### src/rtl/alu_muldiv.sv
// Iterative multiply/divide unit for the RV32M/RV64M extension.
// A radix-2 shift-add multiplier and a restoring divider share one 2*XLEN accumulator.
// Each operation takes one cycle to latch, XLEN CALC cycles, one FIX cycle and one DONE cycle.
// Division by zero and signed overflow skip CALC and FIX and go straight to DONE.
//
// Ports:
//   clk_i     clock, rising edge
//   rst_ni    asynchronous active-low reset
//   start_i   request; accepted in IDLE or DONE
//   kill_i    abort while in CALC or FIX
//   funct3_i  M-extension funct3 (MUL..REMU)
//   A_i, B_i  rs1 / rs2 operands
//   busy_o    operation in flight (registered)
//   done_o    one-cycle completion pulse (registered)
//   result_o  result, held until the next done_o (registered)
module alu_muldiv #(
  parameter int unsigned XLEN = 32
) (
  input  logic            clk_i,
  input  logic            rst_ni,
  input  logic            start_i,
  input  logic            kill_i,
  input  logic [2:0]      funct3_i,
  input  logic [XLEN-1:0] A_i,
  input  logic [XLEN-1:0] B_i,
  output logic            busy_o,
  output logic            done_o,
  output logic [XLEN-1:0] result_o
);

  localparam int unsigned CntW = $clog2(XLEN) + 1;

  typedef enum logic [1:0] {StIdle, StCalc, StFix, StDone} state_e;

  state_e              state_q, state_d;
  logic [2:0]          op_q, op_d;
  logic [XLEN-1:0]     a_q, a_d, b_q, b_d;
  logic                neg_q, neg_d;
  logic [CntW-1:0]     cnt_q, cnt_d;
  logic [2*XLEN-1:0]   acc_q, acc_d;
  logic                busy_q, busy_d, done_q, done_d;
  logic [XLEN-1:0]     result_q, result_d;

  // Operand decode at latch time
  logic            is_div, a_sgn, b_sgn, a_neg, b_neg, b_zero, ovf, special;
  logic [XLEN-1:0] a_mag, b_mag, spec_res;

  always_comb begin
    is_div   = funct3_i[2];
    // A signed for MULH(1), MULHSU(2), DIV(4), REM(6)
    a_sgn    = is_div ? ~funct3_i[0] : (funct3_i[0] ^ funct3_i[1]);
    // B signed for MULH(1), DIV(4), REM(6)
    b_sgn    = (funct3_i == 3'd1) || (funct3_i == 3'd4) || (funct3_i == 3'd6);
    a_neg    = a_sgn & A_i[XLEN-1];
    b_neg    = b_sgn & B_i[XLEN-1];
    a_mag    = a_neg ? (~A_i + 1'b1) : A_i;
    b_mag    = b_neg ? (~B_i + 1'b1) : B_i;
    b_zero   = (B_i == '0);
    ovf      = is_div && !funct3_i[0] && (A_i == {1'b1, {(XLEN-1){1'b0}}}) && (&B_i);
    special  = is_div && (b_zero || ovf);
    if (b_zero) spec_res = funct3_i[1] ? A_i : '1;
    else        spec_res = funct3_i[1] ? '0 : A_i;
  end

  // One iteration of each datapath
  logic [XLEN:0]     mul_sum, div_hi, div_diff;
  logic              div_ok;
  logic [2*XLEN-1:0] mul_next, div_next, prod_fix;
  logic [XLEN-1:0]   quo, rem, fix_res;

  always_comb begin
    mul_sum  = {1'b0, acc_q[2*XLEN-1:XLEN]} + (acc_q[0] ? {1'b0, a_q} : '0);
    mul_next = {mul_sum, acc_q[XLEN-1:1]};
    // Shifted partial remainder; XLEN+1 bits so the borrow is the trial MSB.
    div_hi   = acc_q[2*XLEN-1:XLEN-1];
    div_diff = div_hi - {1'b0, b_q};
    div_ok   = ~div_diff[XLEN];
    div_next = {(div_ok ? div_diff[XLEN-1:0] : div_hi[XLEN-1:0]), acc_q[XLEN-2:0], div_ok};

    prod_fix = neg_q ? (~acc_q + 1'b1) : acc_q;
    quo      = acc_q[XLEN-1:0];
    rem      = acc_q[2*XLEN-1:XLEN];
    unique case (op_q)
      3'd0:                fix_res = prod_fix[XLEN-1:0];
      3'd1, 3'd2, 3'd3:    fix_res = prod_fix[2*XLEN-1:XLEN];
      3'd4, 3'd5:          fix_res = neg_q ? (~quo + 1'b1) : quo;
      default:             fix_res = neg_q ? (~rem + 1'b1) : rem;
    endcase
  end

  always_comb begin
    state_d  = state_q;
    op_d     = op_q;
    a_d      = a_q;
    b_d      = b_q;
    neg_d    = neg_q;
    cnt_d    = cnt_q;
    acc_d    = acc_q;
    result_d = result_q;

    unique case (state_q)
      StIdle, StDone: begin
        state_d = StIdle;
        if (start_i) begin
          op_d  = funct3_i;
          a_d   = a_mag;
          b_d   = b_mag;
          // Remainder follows the dividend; everything else follows the operand signs.
          neg_d = (is_div && funct3_i[1]) ? a_neg : (a_neg ^ b_neg);
          cnt_d = '0;
          if (special) begin
            result_d = spec_res;
            state_d  = StDone;
          end else begin
            acc_d   = {{XLEN{1'b0}}, (is_div ? a_mag : b_mag)};
            state_d = StCalc;
          end
        end
      end
      StCalc: begin
        if (kill_i) begin
          state_d = StIdle;
        end else begin
          acc_d = op_q[2] ? div_next : mul_next;
          cnt_d = cnt_q + 1'b1;
          if (cnt_q == CntW'(XLEN - 1)) state_d = StFix;
        end
      end
      StFix: begin
        if (kill_i) begin
          state_d = StIdle;
        end else begin
          result_d = fix_res;
          state_d  = StDone;
        end
      end
      default: state_d = StIdle;
    endcase

    busy_d = (state_d == StCalc) || (state_d == StFix);
    done_d = (state_d == StDone);
  end

  always_ff @(posedge clk_i or negedge rst_ni) begin
    if (!rst_ni) begin
      state_q  <= StIdle;
      op_q     <= '0;
      a_q      <= '0;
      b_q      <= '0;
      neg_q    <= 1'b0;
      cnt_q    <= '0;
      acc_q    <= '0;
      busy_q   <= 1'b0;
      done_q   <= 1'b0;
      result_q <= '0;
    end else begin
      state_q  <= state_d;
      op_q     <= op_d;
      a_q      <= a_d;
      b_q      <= b_d;
      neg_q    <= neg_d;
      cnt_q    <= cnt_d;
      acc_q    <= acc_d;
      busy_q   <= busy_d;
      done_q   <= done_d;
      result_q <= result_d;
    end
  end

  assign busy_o   = busy_q;
  assign done_o   = done_q;
  assign result_o = result_q;

endmodule

### config.mk
export PLATFORM = sky130hd
export DESIGN_NAME = alu_muldiv
export DESIGN_NICKNAME = d
export VERILOG_FILES = /design/src/rtl/alu_muldiv.sv
export SDC_FILE = /design/constraint.sdc
export NUM_CORES = 1
export LEC_CHECK = 0
export CAP_MARGIN = 5
export CORE_ASPECT_RATIO = 1.1
export CORE_MARGIN = 2
export CORE_UTILIZATION = 30
export CTS_CLUSTER_DIAMETER = 120
export CTS_CLUSTER_SIZE = 12
export DETAILED_ROUTE_END_ITERATION = 16
export MAX_ROUTING_LAYER = met4
export PLACE_DENSITY = 0.52
export SLEW_MARGIN = 40
export SYNTH_ARGS = -nofsm -noshare
export SYNTH_HDL_FRONTEND = slang
export SYNTH_SLANG_ARGS = --single-unit
### constraint.sdc
create_clock -name clk_i -period 4.1 [get_ports clk_i]
set_input_delay 0.41 -clock clk_i [delete_from_list [all_inputs] [get_ports clk_i]]
set_output_delay 0.41 -clock clk_i [all_outputs]
set_load 0.02 [all_outputs]
Word level (Yosys, flattened, before mapping)
Cells that the tools add are included.
{ "classes": {"n_addsub": 8, "n_eq_ne": 21, "n_mux": 32, "n_bitwise": 11, "reduce_logical": 23} }
{ "ops": {"columns": ["op", "count"], "rows": [
  ["$mux W32", 13],
  ["$mux W64", 5],
  ["$add A32 B1 Y32 const B", 4],
  ["$not A32 Y32", 4],
  ["$pmux W64 S2", 1],
  ["$pmux W32 S3", 1],
  ["$add A64 B1 Y64 const B", 1],
  ["$not A64 Y64", 1],
  ["$pmux W32 S2", 1],
  ["$add A32 B32 Y33", 1],
  ["$sub A33 B32 Y33", 1],
  ["$eq A32 B32 Y1 const B", 1],
  ["$logic_not A32 Y1", 1],
  ["$reduce_and A32 Y1", 1],
  ["$eq A3 B3 Y1 const B", 4],
  ["$mux W6", 2],
  ["$pmux W6 S2", 1],
  ["$mux W2", 5],
  ["$ne A2 B2 Y1 const B", 5],
  ["$eq A2 B2 Y1 const B", 4],
  ["$reduce_and A4 Y1", 2],
  ["$add A6 B1 Y6 const B", 1],
  ["$eq A3 B1 Y1 const B", 2],
  ["$eq A3 B2 Y1 const B", 2],
  ["other kinds (17)", 31]
]} }
{ "word_totals": {"regBits": 174, "in_bits": 71, "output_inout_bits": 34, "elab_cells": 105} }

Logic depth before layout (Yosys ltp)
{ "logic_depth": {"depth_word": 11, "ltp_mapped": 15} }

Worst setup path after synthesis
OpenSTA, ideal clock, no wires.
{ "synth_path": {"kind": "reg2reg", "from": "register acc_q[31]", "to": "register acc_q[46]", "setup_ns": 0.126, "arrival_ns": 3.154, "required_time_ns": 3.974, "slack_ns": 0.820, "path_stages_with_launch": 14, "period_less_slack_ns": 3.280, "path_cell_list": "dfrtp_1 > inv_1 > ha_1 > fa_1 > nand2b_1 > a21oi_1 > o21ai_0 > a31oi_1 > a21oi_1 > o211ai_2 > buf_4 > mux2i_1 > nor2_1 > a221o_1"} }
{ "synth_between": {"elab_chain_cells": 5} }
{ "synth_lines": {"columns": ["item", "line", "text"], "rows": [
  ["from (decl)", "40", "logic [2*XLEN-1:0] acc_q, acc_d;"],
  ["from (signal assigned)", "152", "acc_q <= '0;"],
  ["from (signal assigned)", "163", "acc_q <= acc_d;"],
  ["$sub A33 B32 Y33", "76", "div_diff = div_hi - {1'b0, b_q};"],
  ["$mux W32", "78", "div_next = {(div_ok ? div_diff[XLEN-1:0] : div_hi[XLEN-1:0]), acc_q[XLEN-2:0], div_ok};"],
  ["$mux W64", "124", "acc_d = op_q[2] ? div_next : mul_next;"],
  ["$mux W64", "121", "if (kill_i) begin"],
  ["$pmux W64 S2", "101", "unique case (state_q)"]
]} }
No other way between the ends. The select of a mux whose other input is x is not followed.
A chain may end at the register's enable or synchronous reset.

Worst setup path in the final report
{ "layout_path": {"from": "register acc_q[31]", "to": "register acc_q[36]"} }
The elaborated chain is that of the path after synthesis.

==> results.tsv <==
metric	value	unit
register_area	0.004357	sq mm
max_cap_violations	0	
grt_pass1_wl	97380	um
track_usage	0.2410	
hold_path.class	in2async	
grt_max_degree	87	
postCtsSetupBuffers	0	
dieArea	0.05576	sq mm
grt_pass1_vias	15380	
status	completed	
io_buffer_count	104	
drt-total-wl	65000	um
first_pass_iters	6	
cp_slowest_cell	a2111oi_0	
tightest_slew	0.8434	ns
die_h	247.5	um
synth_top_area_frac	0.2694	
maxSlewViolCount	0	
drc	0	
syn-mean-instance-area	7.607	sq um
path_class	reg2reg	
fin_worst_skew	0.01509	ns
hold_violations	0	
synth_top_area_cell	dfrtp_1	
cts.path.max_buffers	2	
synth_nets	2274	
io_pins	105	
fin_crit_sh	0.9337	
synth.top_cells.by_count	nand2_1, o21ai_0, dfrtp_1, a21oi_1, nor2_1	
grt_antenna_before_repair	4	
htreeDepth	4	
synth_flop_cell	dfrtp_1	
p_leak	7.964	nW
grt_setup_unrepaired	false	
vias	16210	
tritoncts	done	
std_cell_rows	89	
crit_required	4.54	ns
clock_latency	0.51	ns
cts-root-buf	clkbuf_16	
seq_area_frac_synth	0.2694	
synth_area_leaders	dfrtp_1, o21ai_0, nand2_1	
total_power	8.378	mW
post-synth-top-count-cell	nand2_1	
final.min_clock_period	3.828	ns
coreArea	0.05345	sq mm
cts.sinks	174	
syn2layout_area_growth	16.56	%
setup.worst_path.end_class	register	
slowest_delay	0.51	ns
syn_area	0.01616	sq mm
synthCells	2125	
drive_above_1_share	0.07392	
async_flop_share	1.000	
initial_core_util	0.3024	
start_kind	register	
crit_chain	inv_1 > ha_1 > fa_1 > nand2b_1 > a21oi_1 > o21ai_1 > a31oi_1 > buf_4 > a2111o_1 > o211ai_4 > buf_12 > mux2i_1 > a2111oi_0 > a21o_1	
synth_edf_count	0	
critPathTopFamily	compound AO/OA/AOI/OAI gates	
dp_hpwl	51340	um
gp_congestion	0.9626	
grt_overflow	0	
critical_path_buf_inv_count	3	
cp.arrival	4.26	ns
drtIter0Drc	1447	
power_density	444.7	mW/mm^2
ant_nets	0	
cts_buffers	17	
max_slew_margin	0.4377	
finalSetupTns	0	ns
worstPathMaxFanout	37	
fmax	261.2	MHz
fill_cells	5629	
multi_input_area	0.01103	sq mm
yosysWarnings	0	
setup_viol	0	
wl_per_cell	22.51	um
yosys_register_bits	174	
routed_via_density	5.612	
ys_types	84	
cts.clk_slew.worst_paths	0.07	ns
ir_drop	0.2831	mV
nNetsFinal	2341	
die_w	225.3	um
layout make-up:
class,count,share of cell area
Tap cell,682,0.04529
Antenna cell,1,0.0001328
Clock inverter,13,0.007371
Multi-Input combinational cell,1744,0.5853
Inverter,63,0.01255
Clock buffer,19,0.02404
Timing Repair Buffer,192,0.09410
Sequential cell,174,0.2312
power breakdown:
part | leakage [nW] | internal, mW | total, mW | switching (mW)
Clock | 0.289 | 0.929 | 1.75 | 0.817
Sequential | 2.20 | 2.01 | 2.44 | 0.432
Combinational | 5.47 | 1.61 | 4.19 | 2.57
Total | 7.96 | 4.55 | 8.38 | 3.82
through the flow:
| stage | util | hold slack (ns) | area [sq um] | std cells | worst slack, ns |
|---|---|---|---|---|---|
| 2_1_floorplan | - | 0.1144 | 16160 | 2125 | 0.8203 |
| 3_3_place_gp | 0.3405 | 0.4574 | 18200 | 2853 | 0.1468 |
| 3_5_place_dp | 0.3410 | 0.3597 | 18230 | 2854 | 0.2241 |
| 4_1_cts | 0.3523 | 0.3792 | 18830 | 2887 | 0.1990 |
| 5_1_grt | 0.3525 | 0.4067 | 18840 | 2888 | 0.05298 |
| 6_report | 0.3525 | 0.3972 | 18840 | 2888 | 0.2720 |
state kept, by name, summed over array words and instances (netlist names):
name,cells
a_q,32
result_o,32
b_q,32
acc_q,64
neg_q,1
op_q,3
cnt_q,6
busy_o,1
done_o,1
state_q,2
cell usage in the layout, fill, tap and decap left out, drive strengths merged, types with 8 or more instances in the layout:
cell | Yosys | layout
o41ai | 13 | 13
xor2 | 93 | 93
o21ai | 268 | 268
clkbuf | 116 | 20
and2 | 41 | 41
or2 | 17 | 17
mux2i | 78 | 78
o21a | 10 | 10
or3 | 23 | 23
nand3 | 35 | 35
ha | 76 | 76
a211oi | 22 | 22
nor2b | 12 | 12
nor3 | 34 | 34
buf | 28 | 88
a31oi | 21 | 21
clkdlybuf4s50 | 0 | 102
nor4 | 21 | 21
nand4 | 21 | 21
xnor2 | 74 | 74
o211ai | 14 | 14
o31a | 9 | 9
a21o | 34 | 34
nor2 | 147 | 147
or4 | 21 | 21
maj3 | 18 | 18
inv | 62 | 64
clkinv | 1 | 8
nand2 | 305 | 305
a21oi | 167 | 167
o221ai | 24 | 24
o31ai | 37 | 37
dfrtp | 174 | 174
nand2b | 15 | 15
worst reg2reg max path, delay by kind of cell (launching register included):
kind | cells | cell delay (ns)
DFF | 1 | 0.38
muxes | 1 | 0.16
and+or+nand+nor | 1 | 0.15
adders and majority gates | 2 | 0.51
AOI/OAI and AO/OA | 7 | 1.84
buffers and inverters | 3 | 0.75
cells by family after synthesis:
| group | Yosys count | synth area share |
|---|---|---|
| DFF | 174 | 0.2694 |
| buffers and inverters | 207 | 0.05055 |
| muxes | 82 | 0.05109 |
| adders and majority gates | 96 | 0.07245 |
| xor gates and xnor gates | 167 | 0.09049 |
| AOI/OAI and AO/OA | 684 | 0.2581 |
| and+or+nand+nor | 715 | 0.2080 |
path summary, 6_finish.rpt:
check,startpoint,slack (ns),endpoint,cells after the start
max in group asynchronous,rst_ni,2.94,a_q[29]$_DFFE_PN0P_,3
max,acc_q[31]$_DFFE_PN0P_,0.27,acc_q[36]$_DFFE_PN0P_,14
min in group clk_i,a_q[12]$_DFFE_PN0P_,0.47,a_q[12]$_DFFE_PN0P_,2
min reg2reg,a_q[12]$_DFFE_PN0P_,0.47,a_q[12]$_DFFE_PN0P_,2
max reg2reg,acc_q[31]$_DFFE_PN0P_,0.27,acc_q[36]$_DFFE_PN0P_,14
min,rst_ni,0.40,b_q[9]$_DFFE_PN0P_,2
routing by layer:
metal	up-vias	global-route usage	wire length [um]
met2	544	0.3778	29910
met3	100	0.02877	3417
li1	7784	-	-
met4	0	0.09310	2176
met5	-	-	0
met1	7779	0.3175	29490
what timing repair did:
item                                   4_1_cts  5_1_grt
hold buffers                                 1        0
setup endpoints to repair                    0        1
endpoints found under the hold margin       32        0
gates resized for setup                      0        1
(Power assumes the default switching activity.)
